--- src/rtl/mdu_pkg.sv ---
// -----------------------------------------------------------------------------
// mdu_pkg
// Shared definitions for the multi-cycle multiply/divide unit:
//   - ALU control codes that select a multiply or divide operation
//   - FSM state encoding
//   - iteration counter width helper
//   - helper that recognises a valid multiply/divide control code
// -----------------------------------------------------------------------------
package mdu_pkg;

  localparam logic [4:0] ALU_MULT  = 5'b10100;
  localparam logic [4:0] ALU_MULTU = 5'b10011;
  localparam logic [4:0] ALU_DIV   = 5'b10101;
  localparam logic [4:0] ALU_DIVU  = 5'b10110;

  typedef enum logic [1:0] {
    ST_IDLE = 2'd0,
    ST_RUN  = 2'd1,
    ST_FIX  = 2'd2
  } mdu_state_e;

  // The counter must be able to hold the value WIDTH itself, hence the +1.
  function automatic int mdu_cnt_width(input int width);
    return $clog2(width) + 1;
  endfunction

  function automatic logic is_mdu_op(input logic [4:0] code);
    return (code == ALU_MULT) || (code == ALU_MULTU) ||
           (code == ALU_DIV)  || (code == ALU_DIVU);
  endfunction

endpackage

--- src/rtl/mdu_sign_fix.sv ---
// -----------------------------------------------------------------------------
// mdu_sign_fix
// Combinational result correction applied when the unit leaves its iteration
// phase. The iteration datapath always works on magnitudes; this block turns
// the raw magnitude result into the architectural HI/LO values.
//
// Ports:
//   i_is_div     1      operation is a divide (else multiply)
//   i_neg_res    1      negate product (multiply) or quotient (divide)
//   i_neg_rem    1      negate remainder (divide only, dividend was negative)
//   i_div_zero   1      divisor was zero: override with all-ones / dividend
//   i_dividend   WIDTH  dividend as originally latched (divide-by-zero HI)
//   i_raw_hi     WIDTH  product upper half, or remainder magnitude
//   i_raw_lo     WIDTH  product lower half, or quotient magnitude
//   o_hi         WIDTH  corrected HI value
//   o_lo         WIDTH  corrected LO value
// -----------------------------------------------------------------------------
module mdu_sign_fix #(
  parameter int WIDTH = 32
) (
  input  logic             i_is_div,
  input  logic             i_neg_res,
  input  logic             i_neg_rem,
  input  logic             i_div_zero,
  input  logic [WIDTH-1:0] i_dividend,
  input  logic [WIDTH-1:0] i_raw_hi,
  input  logic [WIDTH-1:0] i_raw_lo,
  output logic [WIDTH-1:0] o_hi,
  output logic [WIDTH-1:0] o_lo
);

  logic [2*WIDTH-1:0] w_prod;
  logic [2*WIDTH-1:0] w_prod_neg;

  assign w_prod     = {i_raw_hi, i_raw_lo};
  assign w_prod_neg = -w_prod;

  always_comb begin
    o_hi = i_raw_hi;
    o_lo = i_raw_lo;
    if (!i_is_div) begin
      // Product sign correction spans the full double-width value.
      if (i_neg_res) begin
        o_hi = w_prod_neg[2*WIDTH-1:WIDTH];
        o_lo = w_prod_neg[WIDTH-1:0];
      end
    end else if (i_div_zero) begin
      o_lo = '1;
      o_hi = i_dividend;
    end else begin
      // Most-negative / -1 needs no special case: the quotient magnitude is
      // 2^(WIDTH-1) and negating it yields the same bit pattern.
      o_lo = i_neg_res ? -i_raw_lo : i_raw_lo;
      o_hi = i_neg_rem ? -i_raw_hi : i_raw_hi;
    end
  end

endmodule

--- src/rtl/mdu_unit.sv ---
// -----------------------------------------------------------------------------
// mdu_unit
// Multi-cycle multiply/divide unit owning the architectural HI/LO registers.
// A start with a valid ALU control code is accepted while idle; the unit then
// runs WIDTH radix-2 iterations (shift-add multiply or restoring divide on
// operand magnitudes), spends one cycle applying sign correction, writes
// HI/LO and pulses done. busy is high for the RUN and FIX phases.
//
// Optional build macro: MDU_EARLY_OUT_EN
//   When defined, multiplies leave RUN as soon as the remaining multiplier
//   bits are all zero (at least one iteration); the partial product is then
//   aligned by the number of skipped shifts. Divide timing is unaffected.
//
// Handshake: start is a request level sampled only on edges where the unit
// is idle (including the done cycle); there is no backpressure, the caller
// observes busy/done. hi_we/lo_we write wdata on idle edges only.
//
// Ports:
//   clk         1      clock, rising edge
//   reset_n     1      asynchronous active-low reset
//   start       1      operation request
//   alucontrol  5      operation code (MULT/MULTU/DIV/DIVU)
//   srca        WIDTH  dividend / multiplicand
//   srcb        WIDTH  divisor / multiplier
//   hi_we       1      HI write enable (mthi)
//   lo_we       1      LO write enable (mtlo)
//   wdata       WIDTH  mthi/mtlo data
//   busy        1      operation in progress
//   done        1      one-cycle pulse when HI/LO take a result
//   hi          WIDTH  HI register
//   lo          WIDTH  LO register
//   dbg_state   2      current FSM state (mdu_state_e encoding)
// -----------------------------------------------------------------------------
module mdu_unit
  import mdu_pkg::*;
#(
  parameter int WIDTH = 32
) (
  input  logic             clk,
  input  logic             reset_n,
  input  logic             start,
  input  logic [4:0]       alucontrol,
  input  logic [WIDTH-1:0] srca,
  input  logic [WIDTH-1:0] srcb,
  input  logic             hi_we,
  input  logic             lo_we,
  input  logic [WIDTH-1:0] wdata,
  output logic             busy,
  output logic             done,
  output logic [WIDTH-1:0] hi,
  output logic [WIDTH-1:0] lo,
  output logic [1:0]       dbg_state
);

  localparam int CW = mdu_cnt_width(WIDTH);
  localparam logic [CW-1:0] LAST_ITER = CW'(WIDTH - 1);

  // FSM
  mdu_state_e r_state;
  mdu_state_e w_next_state;
  logic       w_busy;
  logic       w_last_iter;

  // Latched operation context
  logic             r_is_div;
  logic             r_neg_res;
  logic             r_neg_rem;
  logic             r_div_zero;
  logic [WIDTH-1:0] r_srca;
  logic [CW-1:0]    r_cnt;

  // Iteration registers: multiply uses {r_acc_hi, r_acc_lo} as the product
  // register with the multiplier shifting out of r_acc_lo; divide uses
  // r_acc_hi as the partial remainder and r_acc_lo as dividend/quotient.
  logic [WIDTH-1:0] r_acc_hi;
  logic [WIDTH-1:0] r_acc_lo;
  logic [WIDTH-1:0] r_opb;

  // Architectural results
  logic [WIDTH-1:0] r_hi;
  logic [WIDTH-1:0] r_lo;
  logic             r_done;

  // Decode of the incoming request
  logic             w_start_ok;
  logic             w_in_div;
  logic             w_in_signed;
  logic [WIDTH-1:0] w_abs_a;
  logic [WIDTH-1:0] w_abs_b;

  // One iteration of each datapath
  logic [WIDTH:0]   w_mul_sum;
  logic [WIDTH-1:0] w_mul_hi_nxt;
  logic [WIDTH-1:0] w_mul_lo_nxt;
  logic [WIDTH:0]   w_div_trial;
  logic [WIDTH-1:0] w_div_sub;
  logic             w_div_ge;
  logic [WIDTH-1:0] w_div_hi_nxt;
  logic [WIDTH-1:0] w_div_lo_nxt;

  // Sign correction inputs/outputs
  logic [WIDTH-1:0] w_raw_hi;
  logic [WIDTH-1:0] w_raw_lo;
  logic [WIDTH-1:0] w_fix_hi;
  logic [WIDTH-1:0] w_fix_lo;

  assign w_start_ok  = start && is_mdu_op(alucontrol);
  assign w_in_div    = (alucontrol == ALU_DIV) || (alucontrol == ALU_DIVU);
  assign w_in_signed = (alucontrol == ALU_MULT) || (alucontrol == ALU_DIV);
  assign w_abs_a     = (w_in_signed && srca[WIDTH-1]) ? -srca : srca;
  assign w_abs_b     = (w_in_signed && srcb[WIDTH-1]) ? -srcb : srcb;

  // Shift-add: add the multiplicand into the upper half when the current
  // multiplier bit is set, then shift the whole product register right.
  assign w_mul_sum = {1'b0, r_acc_hi} + {1'b0, r_opb};

  always_comb begin
    w_mul_hi_nxt = {1'b0, r_acc_hi[WIDTH-1:1]};
    w_mul_lo_nxt = {r_acc_hi[0], r_acc_lo[WIDTH-1:1]};
    if (r_acc_lo[0]) begin
      w_mul_hi_nxt = w_mul_sum[WIDTH:1];
      w_mul_lo_nxt = {w_mul_sum[0], r_acc_lo[WIDTH-1:1]};
    end
  end

  // Restoring divide: bring in the next dividend bit, subtract the divisor
  // if it fits. The trial value is below 2*divisor, so when it fits the
  // difference is below the divisor and modulo-2^WIDTH subtraction is exact.
  assign w_div_trial  = {r_acc_hi, r_acc_lo[WIDTH-1]};
  assign w_div_ge     = (w_div_trial >= {1'b0, r_opb});
  assign w_div_sub    = w_div_trial[WIDTH-1:0] - r_opb;
  assign w_div_hi_nxt = w_div_ge ? w_div_sub : w_div_trial[WIDTH-1:0];
  assign w_div_lo_nxt = {r_acc_lo[WIDTH-2:0], w_div_ge};

`ifdef MDU_EARLY_OUT_EN
  logic [WIDTH-1:0]   r_mrem;
  logic [WIDTH-1:0]   w_mrem_nxt;
  logic [CW-1:0]      w_shift;
  logic [2*WIDTH-1:0] w_prod_aligned;

  // Multiplier bits that are still to be consumed after this iteration.
  assign w_mrem_nxt     = r_mrem >> 1;
  assign w_last_iter    = (r_cnt == LAST_ITER) ||
                          (!r_is_div && (w_mrem_nxt == '0));
  // Skipped iterations would each have shifted the product right once more.
  assign w_shift        = CW'(WIDTH) - r_cnt;
  assign w_prod_aligned = {r_acc_hi, r_acc_lo} >> w_shift;
  assign w_raw_hi       = r_is_div ? r_acc_hi : w_prod_aligned[2*WIDTH-1:WIDTH];
  assign w_raw_lo       = r_is_div ? r_acc_lo : w_prod_aligned[WIDTH-1:0];
`else
  assign w_last_iter = (r_cnt == LAST_ITER);
  assign w_raw_hi    = r_acc_hi;
  assign w_raw_lo    = r_acc_lo;
`endif

  mdu_sign_fix #(
    .WIDTH(WIDTH)
  ) u_sign_fix (
    .i_is_div   (r_is_div),
    .i_neg_res  (r_neg_res),
    .i_neg_rem  (r_neg_rem),
    .i_div_zero (r_div_zero),
    .i_dividend (r_srca),
    .i_raw_hi   (w_raw_hi),
    .i_raw_lo   (w_raw_lo),
    .o_hi       (w_fix_hi),
    .o_lo       (w_fix_lo)
  );

  // State register
  always_ff @(posedge clk or negedge reset_n) begin
    if (!reset_n) begin
      r_state <= ST_IDLE;
    end else begin
      r_state <= w_next_state;
    end
  end

  // Next state and busy
  always_comb begin
    w_next_state = r_state;
    w_busy       = 1'b0;
    case (r_state)
      ST_IDLE: begin
        if (w_start_ok) begin
          w_next_state = ST_RUN;
        end
      end
      ST_RUN: begin
        w_busy = 1'b1;
        if (w_last_iter) begin
          w_next_state = ST_FIX;
        end
      end
      ST_FIX: begin
        w_busy       = 1'b1;
        w_next_state = ST_IDLE;
      end
      default: begin
        w_next_state = ST_IDLE;
      end
    endcase
  end

  // Datapath and HI/LO
  always_ff @(posedge clk or negedge reset_n) begin
    if (!reset_n) begin
      r_is_div   <= 1'b0;
      r_neg_res  <= 1'b0;
      r_neg_rem  <= 1'b0;
      r_div_zero <= 1'b0;
      r_srca     <= '0;
      r_cnt      <= '0;
      r_acc_hi   <= '0;
      r_acc_lo   <= '0;
      r_opb      <= '0;
      r_hi       <= '0;
      r_lo       <= '0;
      r_done     <= 1'b0;
`ifdef MDU_EARLY_OUT_EN
      r_mrem     <= '0;
`endif
    end else begin
      r_done <= 1'b0;
      case (r_state)
        ST_IDLE: begin
          if (hi_we) r_hi <= wdata;
          if (lo_we) r_lo <= wdata;
          if (w_start_ok) begin
            r_is_div   <= w_in_div;
            r_neg_res  <= w_in_signed && (srca[WIDTH-1] ^ srcb[WIDTH-1]);
            r_neg_rem  <= w_in_signed && srca[WIDTH-1];
            r_div_zero <= w_in_div && (srcb == '0);
            r_srca     <= srca;
            r_cnt      <= '0;
            r_acc_hi   <= '0;
            // Multiply: multiplier in the low half, multiplicand aside.
            // Divide: dividend in the low half, divisor aside.
            r_acc_lo   <= w_in_div ? w_abs_a : w_abs_b;
            r_opb      <= w_in_div ? w_abs_b : w_abs_a;
`ifdef MDU_EARLY_OUT_EN
            r_mrem     <= w_abs_b;
`endif
          end
        end
        ST_RUN: begin
          r_cnt    <= r_cnt + 1'b1;
          r_acc_hi <= r_is_div ? w_div_hi_nxt : w_mul_hi_nxt;
          r_acc_lo <= r_is_div ? w_div_lo_nxt : w_mul_lo_nxt;
`ifdef MDU_EARLY_OUT_EN
          r_mrem   <= w_mrem_nxt;
`endif
        end
        ST_FIX: begin
          r_hi   <= w_fix_hi;
          r_lo   <= w_fix_lo;
          r_done <= 1'b1;
        end
        default: begin
          r_done <= 1'b0;
        end
      endcase
    end
  end

  assign busy      = w_busy;
  assign done      = r_done;
  assign hi        = r_hi;
  assign lo        = r_lo;
  assign dbg_state = r_state;

endmodule

--- config.mk ---
export PLATFORM = sky130hd
export DESIGN_NAME = mdu_unit
export DESIGN_NICKNAME = d
export VERILOG_FILES = /design/src/rtl/mdu_pkg.sv /design/src/rtl/mdu_sign_fix.sv /design/src/rtl/mdu_unit.sv
export SDC_FILE = /design/constraint.sdc
export NUM_CORES = 1
export LEC_CHECK = 0
export CAP_MARGIN = 20
export CORE_UTILIZATION = 40
export CTS_CLUSTER_DIAMETER = 40
export CTS_CLUSTER_SIZE = 30
export DETAILED_ROUTE_END_ITERATION = 10
export GPL_ROUTABILITY_DRIVEN = 0
export SETUP_SLACK_MARGIN = 0.02
export SYNTH_ARGS = -nofsm -noshare
export SYNTH_HDL_FRONTEND = slang
export SYNTH_SLANG_ARGS = --single-unit
export TNS_END_PERCENT = 5
--- constraint.sdc ---
create_clock -name clk -period 3.1 [get_ports clk]
set_clock_uncertainty 0.1 [all_clocks]
set_input_delay 0.62 -clock clk [delete_from_list [all_inputs] [get_ports clk]]
set_output_delay 0.62 -clock clk [all_outputs]
set_load 0.02 [all_outputs]
## After elaboration in Yosys (flattened, before gate mapping)

Cells that the tools add are included.

- Shifts and indexed selects: 0
- Mux-type cells: 32
- Reductions and logical operators: 20
- $mul: 0
- Add/sub/neg operators: 8
- Equality and inequality tests: 11
- Magnitude comparators: 1
- Bitwise gates (word level): 1
- Divide/modulo/power cells: 0

Operators with widths:

| cell | count |
|---|---|
| $mux 32 | 21 |
| $pmux 32 s2 | 4 |
| $neg 32->32 | 4 |
| $neg 64->64 | 1 |
| $add 32x32->33 | 1 |
| $ge 33x32->1 | 1 |
| $logic_not 32->1 | 1 |
| $sub 32x32->32 | 1 |
| $eq 5x5->1 const B | 4 |
| $pmux 6 s2 | 1 |
| $reduce_and 2->1 | 5 |
| $ne 2x2->1 const B | 4 |
| $add 6x1->6 const B | 1 |
| $eq 6x5->1 const B | 1 |
| $mux 6 | 1 |
| $logic_and 1x1->1 | 5 |
| $logic_or 1x1->1 | 5 |
| $mux 2 | 2 |
| $pmux 2 s2 | 1 |
| $reduce_bool 2->1 | 2 |
| $eq 2x1->1 const B | 1 |
| $eq 2x2->1 const B | 1 |
| $logic_not 2->1 | 1 |
| $mux 1 | 2 |
| other kinds (2) | 2 |

- Memories: 0
- Bits in read-only memories: 0
- Bits in registers: 205
- RAM bits: 0
- Logic and storage cells: 86
- Output and inout bits: 68
- Bits in latches: 0
- Input port bits: 106

## Logic depth before layout (Yosys ltp)

Gate-level depths: netlist of run 1.

- Depth in word-level cells: 7
- Mapped depth: 15
- Mapped depth without buffers: 13

## By module

From an unflattened synthesis of run 1, not the netlist that was laid out.

- Cells, all modules: 2369
- Area total of the unflattened synthesis: 18236.2 um2

By module, submodules not included:

| module | cells an instance | times used | sequential area each (um2) | area each (um2) |
|---|---|---|---|---|
| mdu_unit | 1834 | 1 | 5129.9 | 15129.5 |
| mdu_sign_fix | 535 | 1 | 0.0 | 3106.7 |

## Worst setup path after synthesis of run 1

Ideal clock, no wire load.

- Path type: flip-flop to flip-flop
- From: register r_acc_lo[0]
- To: register r_hi[18], in the netlist hi[18]
- Required time: 2.896 ns
- Setup time: 0.104 ns
- Path slack: 0.070 ns
- Clock period less this slack: 3.030 ns
- Cell stages (with the launch flop): 12
- Path buffers: 2
- Arrival: 2.826 ns
- Path through: dfrtp_1 -> clkbuf_1 -> inv_1 -> clkbuf_1 -> ha_1 -> nand2b_1 -> nor4_1 -> nand4_1 -> or3_1 -> o31ai_1 -> xor2_1 -> a221oi_1

- Longest elaborated chain between the ends: 4

Ends and longest elaborated chain:

| item | line | source |
|---|---|---|
| start: declaration | mdu_unit.sv:76 | `logic [WIDTH-1:0] r_acc_lo;` |
| start signal: assignment | mdu_unit.sv:239 | `r_acc_lo <= w_in_div ? w_abs_a : w_abs_b;` |
| start signal: assignment | mdu_unit.sv:249 | `r_acc_lo <= r_is_div ? w_div_lo_nxt : w_mul_lo_nxt;` |
| $neg 64->64 | mdu_sign_fix.sv:36 | `assign w_prod_neg = -w_prod;` |
| $mux 32 | mdu_sign_fix.sv:43 | `if (i_neg_res) begin` |
| $mux 32 | mdu_sign_fix.sv:41 | `if (!i_is_div) begin` |
| $pmux 32 s2 | mdu_unit.sv:225 | `case (r_state)` |
| end signal: assignment | mdu_unit.sv:227 | `if (hi_we) r_hi <= wdata;` |
| end signal: assignment | mdu_unit.sv:255 | `r_hi <= w_fix_hi;` |
| end: declaration | mdu_unit.sv:80 | `logic [WIDTH-1:0] r_hi;` |

Every way passes these cells.
A chain may end at the register's enable or synchronous reset.

## Worst setup path in the final report of run 1

- From: register r_acc_lo[3]
- To: register r_hi[7], in the netlist hi[7]

The elaborated chain is that of the path after synthesis.

==> results of run 1 <==
## path summary, 6_finish.rpt
| check | from | end | slack [ns] | depth (start not counted) |
|---|---|---|---|---|
| setup / recovery | r_acc_lo[3] | hi[7] | 0.01 | 11 |
| hold / removal | lo[25] | lo[25] | 0.38 | 2 |
| setup reg to reg | r_acc_lo[3] | hi[7] | 0.01 | 11 |
| min in group asynchronous | reset_n | lo[10] | 0.54 | 2 |
| hold reg to reg | lo[25] | lo[25] | 0.38 | 2 |
| max in group asynchronous | reset_n | r_acc_hi[4] | 1.51 | 3 |
## per-layer routing
layer  GRT usage  up-vias
met5           0        -
met4       0.127        0
met3      0.0495      151
met2       0.468      836
met1       0.431     9208
li1            -     9007
## critical path: stages, from the launching register on
cell and delay [ns]:
dfrtp_1 0.37, or4_4 0.59, nor4_4 0.17, buf_4 0.20
nand4_4 0.14, or2_4 0.30, o41a_1 0.32, xor2_1 0.15
nor2_1 0.12, a211oi_1 0.07, buf_4 0.19, a211o_1 0.26
## layout make-up
cell class                 count  share of cell area
sequential                   205               0.208
tap                          585              0.0297
clock buffer                  46              0.0413
antenna                        1            0.000101
clock inverter                22              0.0105
inverter                      63             0.00958
multi-input combinational   1812               0.499
timing repair buffer         578               0.201
## Yosys cell counts, types with 14 or more instances
master,count,area share
nand2_1,269,0.057
o21ai_0,234,0.066
a21oi_1,233,0.066
dfrtp_1,205,0.29
nor2_1,162,0.034
clkbuf_1,132,0.028
xnor2_1,128,0.063
xor2_1,78,0.039
ha_1,72,0.051
inv_1,63,0.013
mux2i_1,61,0.034
mux2_2,52,0.033
nor3_1,37,0.010
o31ai_1,36,0.015
o22ai_1,33,0.012
nor3b_1,29,0.012
a211oi_1,28,0.012
nand3_1,27,0.0076
o211ai_1,26,0.011
a21o_1,21,0.0089
and2_1,18,0.0064
or3_1,18,0.0064
a31oi_1,16,0.0056
nor2b_1,16,0.0056
nor4_1,16,0.0056
a22o_1,15,0.0074
nand4_1,15,0.0053
or4_1,14,0.0059
## power groups by stage
| stage | logic [W] | clock network (W) | registers, W |
|---|---|---|---|
| 2_1_floorplan | 0.00927 | 0 | 0.00518 |
| 3_3_place_gp | 0.0164 | 0 | 0.00506 |
| 3_5_place_dp | 0.0166 | 0 | 0.00509 |
| 4_1_cts | 0.0170 | 0.00425 | 0.00508 |
| 5_1_grt | 0.0197 | 0.00438 | 0.00522 |
| 6_report | 0.0182 | 0.00421 | 0.00514 |
## timing repair
| item | 4_1_cts | 5_1_grt |
|---|---|---|
| resized for setup | 52 | 97 |
| buffers inserted | 3 | 12 |
| endpoints found under the setup margin | 52 | 70 |
| endpoints found under the hold margin | 32 | 0 |
| cloned | 0 | 1 |
| hold buffers | 1 | 0 |
| pin swaps | 15 | 31 |
## layout by cell type, fill, tap and decap left out, types with 28 or more instances in the layout
cell type	instances
a21oi_1	212
buf_4	388
clkbuf_16	37
clkdlybuf4s50_1	172
dfrtp_1	196
ha_1	58
inv_1	61
mux2_2	52
mux2i_1	59
nand2_1	266
nor2_1	160
nor3_1	36
nor3b_1	28
o21ai_0	211
o22ai_1	33
o31ai_1	29
xnor2_1	127
xor2_1	78
## metrics by stage
| step | hold slack, ns | TNS (ns) | setup WS (ns) | util | area (µm²) |
|---|---|---|---|---|---|
| after global placement | 0.366 | -14.46 | -0.411 | 0.523 | 22700 |
| after CTS | 0.382 | -0.00631 | -0.00360 | 0.557 | 24200 |
| after detailed placement | 0.370 | -18.82 | -0.502 | 0.523 | 22700 |
| final | 0.377 | 0 | 0.0115 | 0.569 | 24700 |
| after floorplan | 0.224 | 0 | 0.0701 | - | 17700 |
| after global routing | 0.408 | -0.890 | -0.109 | 0.569 | 24700 |
## sequential cells by signal, indices dropped and copies added (netlist names)
register,flops
hi,32
r_neg_rem,1
done,1
lo,32
r_neg_res,1
r_cnt,6
r_srca,32
dbg_state,2
r_acc_lo,32
r_div_zero,1
r_opb,32
r_is_div,1
r_acc_hi,32
## cells by family after synthesis
logic type,count (synthesis),share of synthesized area
AO/OA/AOI/OAI,737,0.251
XOR/XNOR,206,0.102
adder cells (fa/ha/maj),74,0.0531
buffers and inverters,227,0.0516
flip-flops,205,0.290
multiplexers,113,0.0675
AND/OR/NAND/NOR,681,0.186
==> out/qor.yml, run 1 <==
grt:
  grt_pass1_vias: 18258
  grt_max_degree: 107
  antenna_found_initial: 2
  grt_pass1_wl_um: 106000
  grtUsageTotal: 0.308
  grt_overflow: 0
die:
  dieArea_um2: 45100
  fp-row-count: 76
  die_x_um: 212
  start_util: 0.409
  die_y_um: 212
  core-area_um2: 43400
  ioPinCount: 174
yosys:
  synth_cell_types: 83
  synth_ff_type: "dfrtp_1"
  syn_avg_cell_area_um2: 7.90
  yosysSeqAreaShare: 0.290
  synthArstFlopShare: 1.00
  synth-edff-count: 0
  synth_area_um2: 17700
  syn_nets: 2423
  synth_cells: 2243
  synth_warnings: 0
  ys_ff_latch: 205
timing:
  slew_headroom: 0.361
  slew_viol_final: 0
  clock.fmax_mhz: 324
  post-route-period-util: 0.996
  tightest_slew_ns: 0.959
  hold_viol: 0
  rsz0062_at_grt: "yes"
  period_minus_slack_ns: 3.09
  setup_violations: 0
clock_tree:
  cts_sinks: 205
  insertion_delay_ns: 0.55
  cts_tree: "built"
  cts_inserted_buffers: 37
  htreeDepth: 2
  clock_path_buffers: 3
  cts-root-buf: "clkbuf_16"
  cts.reportedPaths.clkPinSlew_ns: 0.05
drt:
  wl_per_cell_um: 21.4
  route.met2.wl_um: 31200
  drt-total-wl_um: 70700
  firstDrtPassIters: 7
  viasPerCell: 5.80
  vias: 19202
  drtAntennaViolNets: 0
  wl_met3_um: 5520
  drc: 0
  first_iter_violations: 1790
  drt-met1-wl_um: 31200
  dr.max_layer_used: "met4"
layout:
  nNetsFinal: 2877
  seq_area_um2: 5140
  stdcell_count: 3312
  multi_input_area_um2: 12300
  syn2layout_area_growth_pct: 39.3
  nFillCells: 3953
  drive_gt1_frac: 0.242
worst_setup_path:
  critPathLaunchType: "register"
  cp-end-kind: "register"
  crit_type: "reg2reg"
  arrival_ns: 3.42
  worstPathMaxFanout: 6
  cp_data_required_time_ns: 3.43
place:
  hpwlAfterDp_um: 55600
  io_buffer_count: 173
  dp_cells: 3227
power:
  power.leakage_nw: 10.5
  pwr-share-seq: 0.186
  intPower_w: 0.0149
  switching_share: 0.458
  p_total_w: 0.0276
  switching_power_w: 0.0126
  pwr-share-comb: 0.661
  p_per_area_nw_per_um2: 1120
  ir_drop_mv: 0.730
  clockPowerShare: 0.153
outcome:
  status: "complete, no violations"
run:
  cap_violations: 0
worst_hold_path:
  hold_path_class: "reg2reg"
Power figures use the tool's default switching activity.
==> run 2, diff against run 1 <==
==> constraint.sdc (replaced) <==
create_clock -name clk -period 2.6 [get_ports clk]
set_clock_uncertainty 0.1 [all_clocks]
set_input_delay 0.52 -clock clk [delete_from_list [all_inputs] [get_ports clk]]
set_output_delay 0.52 -clock clk [all_outputs]
set_load 0.02 [all_outputs]
==> out/qor.yml, run 2 (synthesis results as in run 1) <==
clock_tree:
  cts_sinks: 205  # unchanged
  cts_tree: "built"
  cts.reportedPaths.clkPinSlew_ns: 0.05  # about the same
  cts_inserted_buffers: 41  # +11%
  insertion_delay_ns: 0.56  # about the same
  cts-root-buf: "clkbuf_16"
  htreeDepth: 2  # unchanged
  clock_path_buffers: 3  # unchanged
place:
  io_buffer_count: 173  # unchanged
  hpwlAfterDp_um: 58400  # +4.9%
die:
  ioPinCount: 174  # unchanged
  die_x_um: 212  # unchanged
  start_util: 0.409  # unchanged
  dieArea_um2: 45100  # unchanged
  core-area_um2: 43400  # unchanged
  fp-row-count: 76  # unchanged
  die_y_um: 212  # unchanged
worst_setup_path:
  arrival_ns: 3.40  # -0.02 ns
  worstPathMaxFanout: 5  # -1
  crit_type: "reg2reg"
  critPathLaunchType: "register"
  crit_path_max_incr_delay_ns: 0.44  # -0.15 ns
  cp_data_required_time_ns: 2.98  # -0.45 ns
  crit_top_cell: "a21oi_4"
  cp_slowest_cell: "dfrtp_2"
  cp-end-kind: "register"
  crit_path_start: "r_acc_hi[1]"
  crit_chain: "inv_2 -> buf_4 -> fa_2 -> nor2b_2 -> o211ai_1 -> nand3b_1 -> a21oi_4 -> a21oi_4 -> buf_6 -> o21ai_0 -> or4_1 -> a21oi_2 -> a22o_1"
  r2r_start: "r_acc_hi[1]"
timing:
  post-route-period-util: 1.16  # +0.163
  tightest_slew_ns: 1.00  # +0.0429 ns
  setup_violations: 73  # +73
  slew_viol_final: 0  # unchanged
  period_minus_slack_ns: 3.01  # -0.0741 ns
  fin_hold_ws_ns: 0.308  # -0.0683 ns
  clock.fmax_mhz: 332  # +2.5%
  hold_viol: 0  # unchanged
  rsz0062_at_grt: "yes"
  slew_headroom: 0.332  # -0.0286
  setup_ws_ns: -0.414  # -0.426 ns
outcome:
  status: "complete, but fails checks"
  violations: "negative setup slack"
power:
  switching_share: 0.456  # -0.00258
  switching_power_w: 0.0163  # +29%
  pwr-share-comb: 0.677  # +0.016
  p_per_area_nw_per_um2: 1330  # +19%
  power.leakage_nw: 11.7  # +11%
  intPower_w: 0.0195  # +31%
  ir_drop_mv: 0.635  # -13%
  clockPowerShare: 0.152  # about the same
  pwr-share-seq: 0.171  # -0.015
grt:
  grt_pass1_vias: 19521  # +6.9%
  grt_pass1_wl_um: 113000  # +6.6%
  antenna_found_initial: 1  # -1
  grt_max_degree: 61  # -43%
  grt_overflow: 0  # unchanged
  grtUsageTotal: 0.326  # +0.0185
drt:
  firstDrtPassIters: 5  # -2
  viasPerCell: 5.84  # +0.78%
  vias: 20404  # +6.3%
  drt-total-wl_um: 75600  # +6.8%
  drc: 0  # unchanged
  drtAntennaViolNets: 0  # unchanged
  wl_per_cell_um: 21.6  # +1.3%
  first_iter_violations: 2175  # +22%
layout:
  layout_common_cells: "buf_4, nand2_1, a21oi_1"
  layout_commonest_cell: "buf_4"
  syn2layout_area_growth_pct: 52.4
  nNetsFinal: 3053  # +6.1%
  drive_gt1_frac: 0.329  # +0.0872
  final_core_util: 0.623  # +0.0536
run:
  cap_violations: 0  # unchanged
worst_hold_path:
  hold_path_class: "in2reg"
  hold_start: "srca[8]"
==> run 2: timing repair <==
action	4_1_cts	5_1_grt
pin swaps	53	68
gates resized for setup	146	184
setup buffers	20	12
endpoints found under the setup margin	117	130
endpoints found under the hold margin	57	0
cloned	1	0
hold buffers	1	0
==> run 2: worst max-delay path, delay by kind of cell, from the launching register on <==
kind	cells	cell delay [ns]
compound gates	6	0.87
simple gates	3	0.81
flops	1	0.44
fa+ha+maj	1	0.39
buf+inv	3	0.35
==> run 2: layout make-up <==
cell class              count  area, µm²
diodes                      1       2.50
repair buffers            750       6390
flip-flops and latches    205       5150
clock buffers              43       1050
fillers                  3756      16400
clock inverters            33        359
well taps                 585        732
inverters                  63        236
multi-input cells        1812      13100
==> run 2: metal layers <==
| layer | wire, µm | GRT usage | vias to the layer above |
|---|---|---|---|
| met1 | 31700 | 0.441 | 9869 |
| li1 | - | - | 9390 |
| met5 | 0 | 0.00445 | - |
| met2 | 34100 | 0.506 | 940 |
| met4 | 3560 | 0.145 | 0 |
| met3 | 6160 | 0.0579 | 205 |
==> run 2: final timing paths <==
path	to	slack [ns]	cells past startpoint
min in group asynchronous	lo[16]	0.41	2
hold reg to reg	lo[21]	0.38	2
max in group asynchronous	r_acc_hi[6]	1.19	3
hold / removal	r_srca[8]	0.31	3
setup reg to reg	r_acc_hi[31]	-0.41	13
setup / recovery	r_acc_hi[31]	-0.41	13
==> run 2: power groups by stage <==
| stage | sequential [W] | clock (W) | combinational, W |
|---|---|---|---|
| 5_1_grt | 0.00621 | 0.00564 | 0.0259 |
| 6_report | 0.00611 | 0.00544 | 0.0243 |
| 3_3_place_gp | 0.00596 | 0 | 0.0212 |
| 2_1_floorplan | 0.00620 | 0 | 0.0114 |
| 3_5_place_dp | 0.00601 | 0 | 0.0216 |
| 4_1_cts | 0.00601 | 0.00548 | 0.0226 |
==> run 2: per-stage QoR <==
step	std cells	area [µm²]	setup slack (ns)	power (W)	setup TNS, ns
final	3492	27000	-0.414	0.0358	-18.32
after global routing	3492	27000	-0.524	0.0378	-25.76
after CTS	3479	26200	-0.441	0.0341	-22.60
after detailed placement	3382	24100	-0.848	0.0276	-68.25
after global placement	3382	24100	-0.819	0.0271	-62.00
after floorplan	2243	17900	-0.229	0.0176	-7.00
==> run 3, diff against run 2 <==
--- a/config.mk
+++ b/config.mk
@@ -6,11 +6,12 @@
 export NUM_CORES = 1
 export LEC_CHECK = 0
 export CAP_MARGIN = 20
-export CORE_UTILIZATION = 40
+export CORE_UTILIZATION = 45
 export CTS_CLUSTER_DIAMETER = 40
 export CTS_CLUSTER_SIZE = 30
 export DETAILED_ROUTE_END_ITERATION = 10
 export GPL_ROUTABILITY_DRIVEN = 0
+export PLACE_DENSITY_LB_ADDON = 0.3
 export SETUP_SLACK_MARGIN = 0.02
 export SYNTH_ARGS = -nofsm -noshare
 export SYNTH_HDL_FRONTEND = slang
==> out/qor.yml, run 3 (synthesis results as in run 1) <==
grt:
  grt_overflow: 0  # unchanged
  met3_usage: 0.0820  # +0.0241
  met2_usage: 0.542  # +0.0357
  grt_max_degree: 72  # +18%
  use_met1: 0.459  # +0.0186
  grt_pass1_vias: 20134  # +3.1%
  antenna_found_initial: 0  # -1
  grtUsageTotal: 0.353  # +0.0271
  busiest_layer: "met2"
  grt_pass1_wl_um: 112000  # -1.0%
drt:
  drc: 1  # +1
  vias: 20800  # +1.9%
  viasPerCell: 6.15  # +5.2%
  drt-total-wl_um: 74900  # -0.83%
  firstDrtPassIters: 11  # +6
  wl_per_cell_um: 22.1  # +2.4%
  first_iter_violations: 2462  # +13%
  drtAntennaViolNets: 0  # unchanged
worst_setup_path:
  r2r_end: "r_acc_hi[21]"
  crit_type: "reg2reg"
  cp_slowest_cell: "dfrtp_2"
  crit_path_max_incr_delay_ns: 0.46  # +0.02 ns
  cp-end-kind: "register"
  critPathLaunchType: "register"
  arrival_ns: 3.42  # +0.02 ns
  reg2reg_depth: 14  # +1
  rrSetupSlack_ns: -0.50  # -0.09 ns
  crit_chain: "ha_4 -> inv_2 -> fa_2 -> nor2b_2 -> o211ai_1 -> nand3b_1 -> a21oi_4 -> a21oi_4 -> buf_6 -> nor2b_4 -> buf_6 -> xnor2_2 -> a211o_1 -> a32o_1"
  r2r_start: "r_acc_hi[0]"
  worstPathMaxFanout: 5  # unchanged
  cp_data_required_time_ns: 2.92  # -0.06 ns
clock_tree:
  cts-root-buf: "clkbuf_16"
  cts_sinks: 205  # unchanged
  cts_inserted_buffers: 34  # -17%
  clock_path_buffers: 3  # unchanged
  htreeDepth: 2  # unchanged
  cts_tree: "built"
  cts.reportedPaths.clkPinSlew_ns: 0.06  # about the same
  insertion_delay_ns: 0.53  # -0.03 ns
timing:
  slew_headroom: 0.325  # -0.00741
  tightest_slew_ns: 1.01  # +0.00886 ns
  setup_violations: 92  # +26%
  slew_viol_final: 0  # unchanged
  rsz0062_at_grt: "yes"
  setup_ws_ns: -0.503  # -0.0885 ns
  clock.fmax_mhz: 322  # -2.9%
  period_minus_slack_ns: 3.10  # +0.0885 ns
  fin_hold_ws_ns: 0.376  # +0.0679 ns
  hold_viol: 0  # unchanged
  post-route-period-util: 1.19  # +0.0340
power:
  ir_drop_mv: 0.785  # +24%
  power.leakage_nw: 11.3  # -3.0%
  p_per_area_nw_per_um2: 1340  # +0.92%
  p_total_w: 0.0354  # -1.3%
worst_hold_path:
  min_delay_worst_endpoint: "lo[25]"
  hold_start: "lo[25]"
  holdPathStages: 2  # -1
  hold_path_class: "reg2reg"
die:
  dieArea_um2: 40200  # -11%
  fp-row-count: 72  # -5.3%
  die_y_um: 200  # -5.7%
  core-area_um2: 38700  # -11%
  start_util: 0.457  # +0.0488
  die_x_um: 200  # -5.7%
  ioPinCount: 174  # unchanged
layout:
  drive_gt1_frac: 0.321  # -0.00809
  final_area_um2: 26400  # -2.2%
  syn2layout_area_growth_pct: 49.0
  nNetsFinal: 3019  # -1.1%
  nFillCells: 2891  # -23%
  layout_commonest_cell: "buf_4"
  stdcell_count: 3383  # -3.1%
  layout_common_cells: "buf_4, nand2_1, a21oi_1"
run:
  cap_violations: 0  # unchanged
place:
  dp_cells: 3296  # -2.5%
  io_buffer_count: 173  # unchanged
  post_dp_cell_area_um2: 23700  # -1.3%
  hpwlAfterDp_um: 55400  # -5.2%
outcome:
  status: "complete, but fails checks"
  violations: "design-rule violations, negative setup slack"
[run 3: cell count changes in the layout (fill, tap and decap cells not counted), sizes merged, moves of 2 or more]
| cell | previous run | this run |
|---|---|---|
| clkdlybuf4s50 | 167 | 172 |
| clkbuf | 44 | 42 |
| inv | 75 | 68 |
| dlymetal6s2s | 3 | 0 |
| clkinvlp | 9 | 3 |
| buf | 576 | 549 |
| dlygate4sd2 | 2 | 0 |
[run 3: how the worst max path moves through the flow]
stage,startpoint,slack (ns),endpoint,depth (start not counted)
after CTS,r_acc_hi[0],-0.39,r_acc_hi[23],13
after global placement,srca[8],-0.73,r_acc_lo[31],10
after detailed placement,srca[8],-0.83,r_acc_lo[31],10
after floorplan,r_acc_hi[1],-0.23,hi[24],11
after global routing,r_opb[6],-0.61,r_acc_hi[29],12
final,r_acc_hi[0],-0.50,r_acc_hi[21],14
[run 3: final cells by class]
class | count | area (µm²) | area share
antenna | 1 | 2.50 | 0.0000948
clock buffer | 41 | 928 | 0.0352
clock inverter | 20 | 234 | 0.00886
inverter | 63 | 239 | 0.00905
multi-input combinational | 1812 | 13100 | 0.495
sequential | 205 | 5160 | 0.195
tap | 518 | 648 | 0.0245
timing repair buffer | 723 | 6110 | 0.231
[run 3: per-stage QoR]
stage               setup slack, ns  utilization  TNS [ns]
finish                       -0.503        0.682    -24.81
global route                 -0.614        0.682    -33.19
CTS                          -0.390        0.666    -20.77
detailed placement           -0.835        0.613    -64.29
global placement             -0.726        0.613    -56.58
floorplan                    -0.229            -     -7.00
[run 3: metal layers]
metal	wire length, µm	up-vias
met5	0	-
met4	4740	0
met3	7740	326
met2	32900	1251
met1	29500	9944
li1	-	9279
[run 3: repair_timing]
action | CTS | global route
buffers inserted | 13 | 11
endpoints found under the hold margin | 39 | 0
endpoints found under the setup margin | 114 | 136
pin swaps | 72 | 75
gates cloned | 1 | 0
hold buffers | 1 | 0
resized for setup | 190 | 143
[run 3: where the power goes]
part	internal (W)	switching [W]	leakage (nW)
registers	0.00467	0.00157	2.52
logic	0.0115	0.0129	8.25
clock network	0.00297	0.00175	0.568
total	0.0191	0.0163	11.3
[run 3: worst max-delay path, delay by kind of cell, from the launching register on]
family,cells,cell delay [ns]
xor gates and xnor gates,1,0.05
adders and majority gates,2,0.40
and+or+nand+nor,3,0.47
AOI/OAI and AO/OA,5,1.17
buffers and inverters,3,0.32
DFF,1,0.46
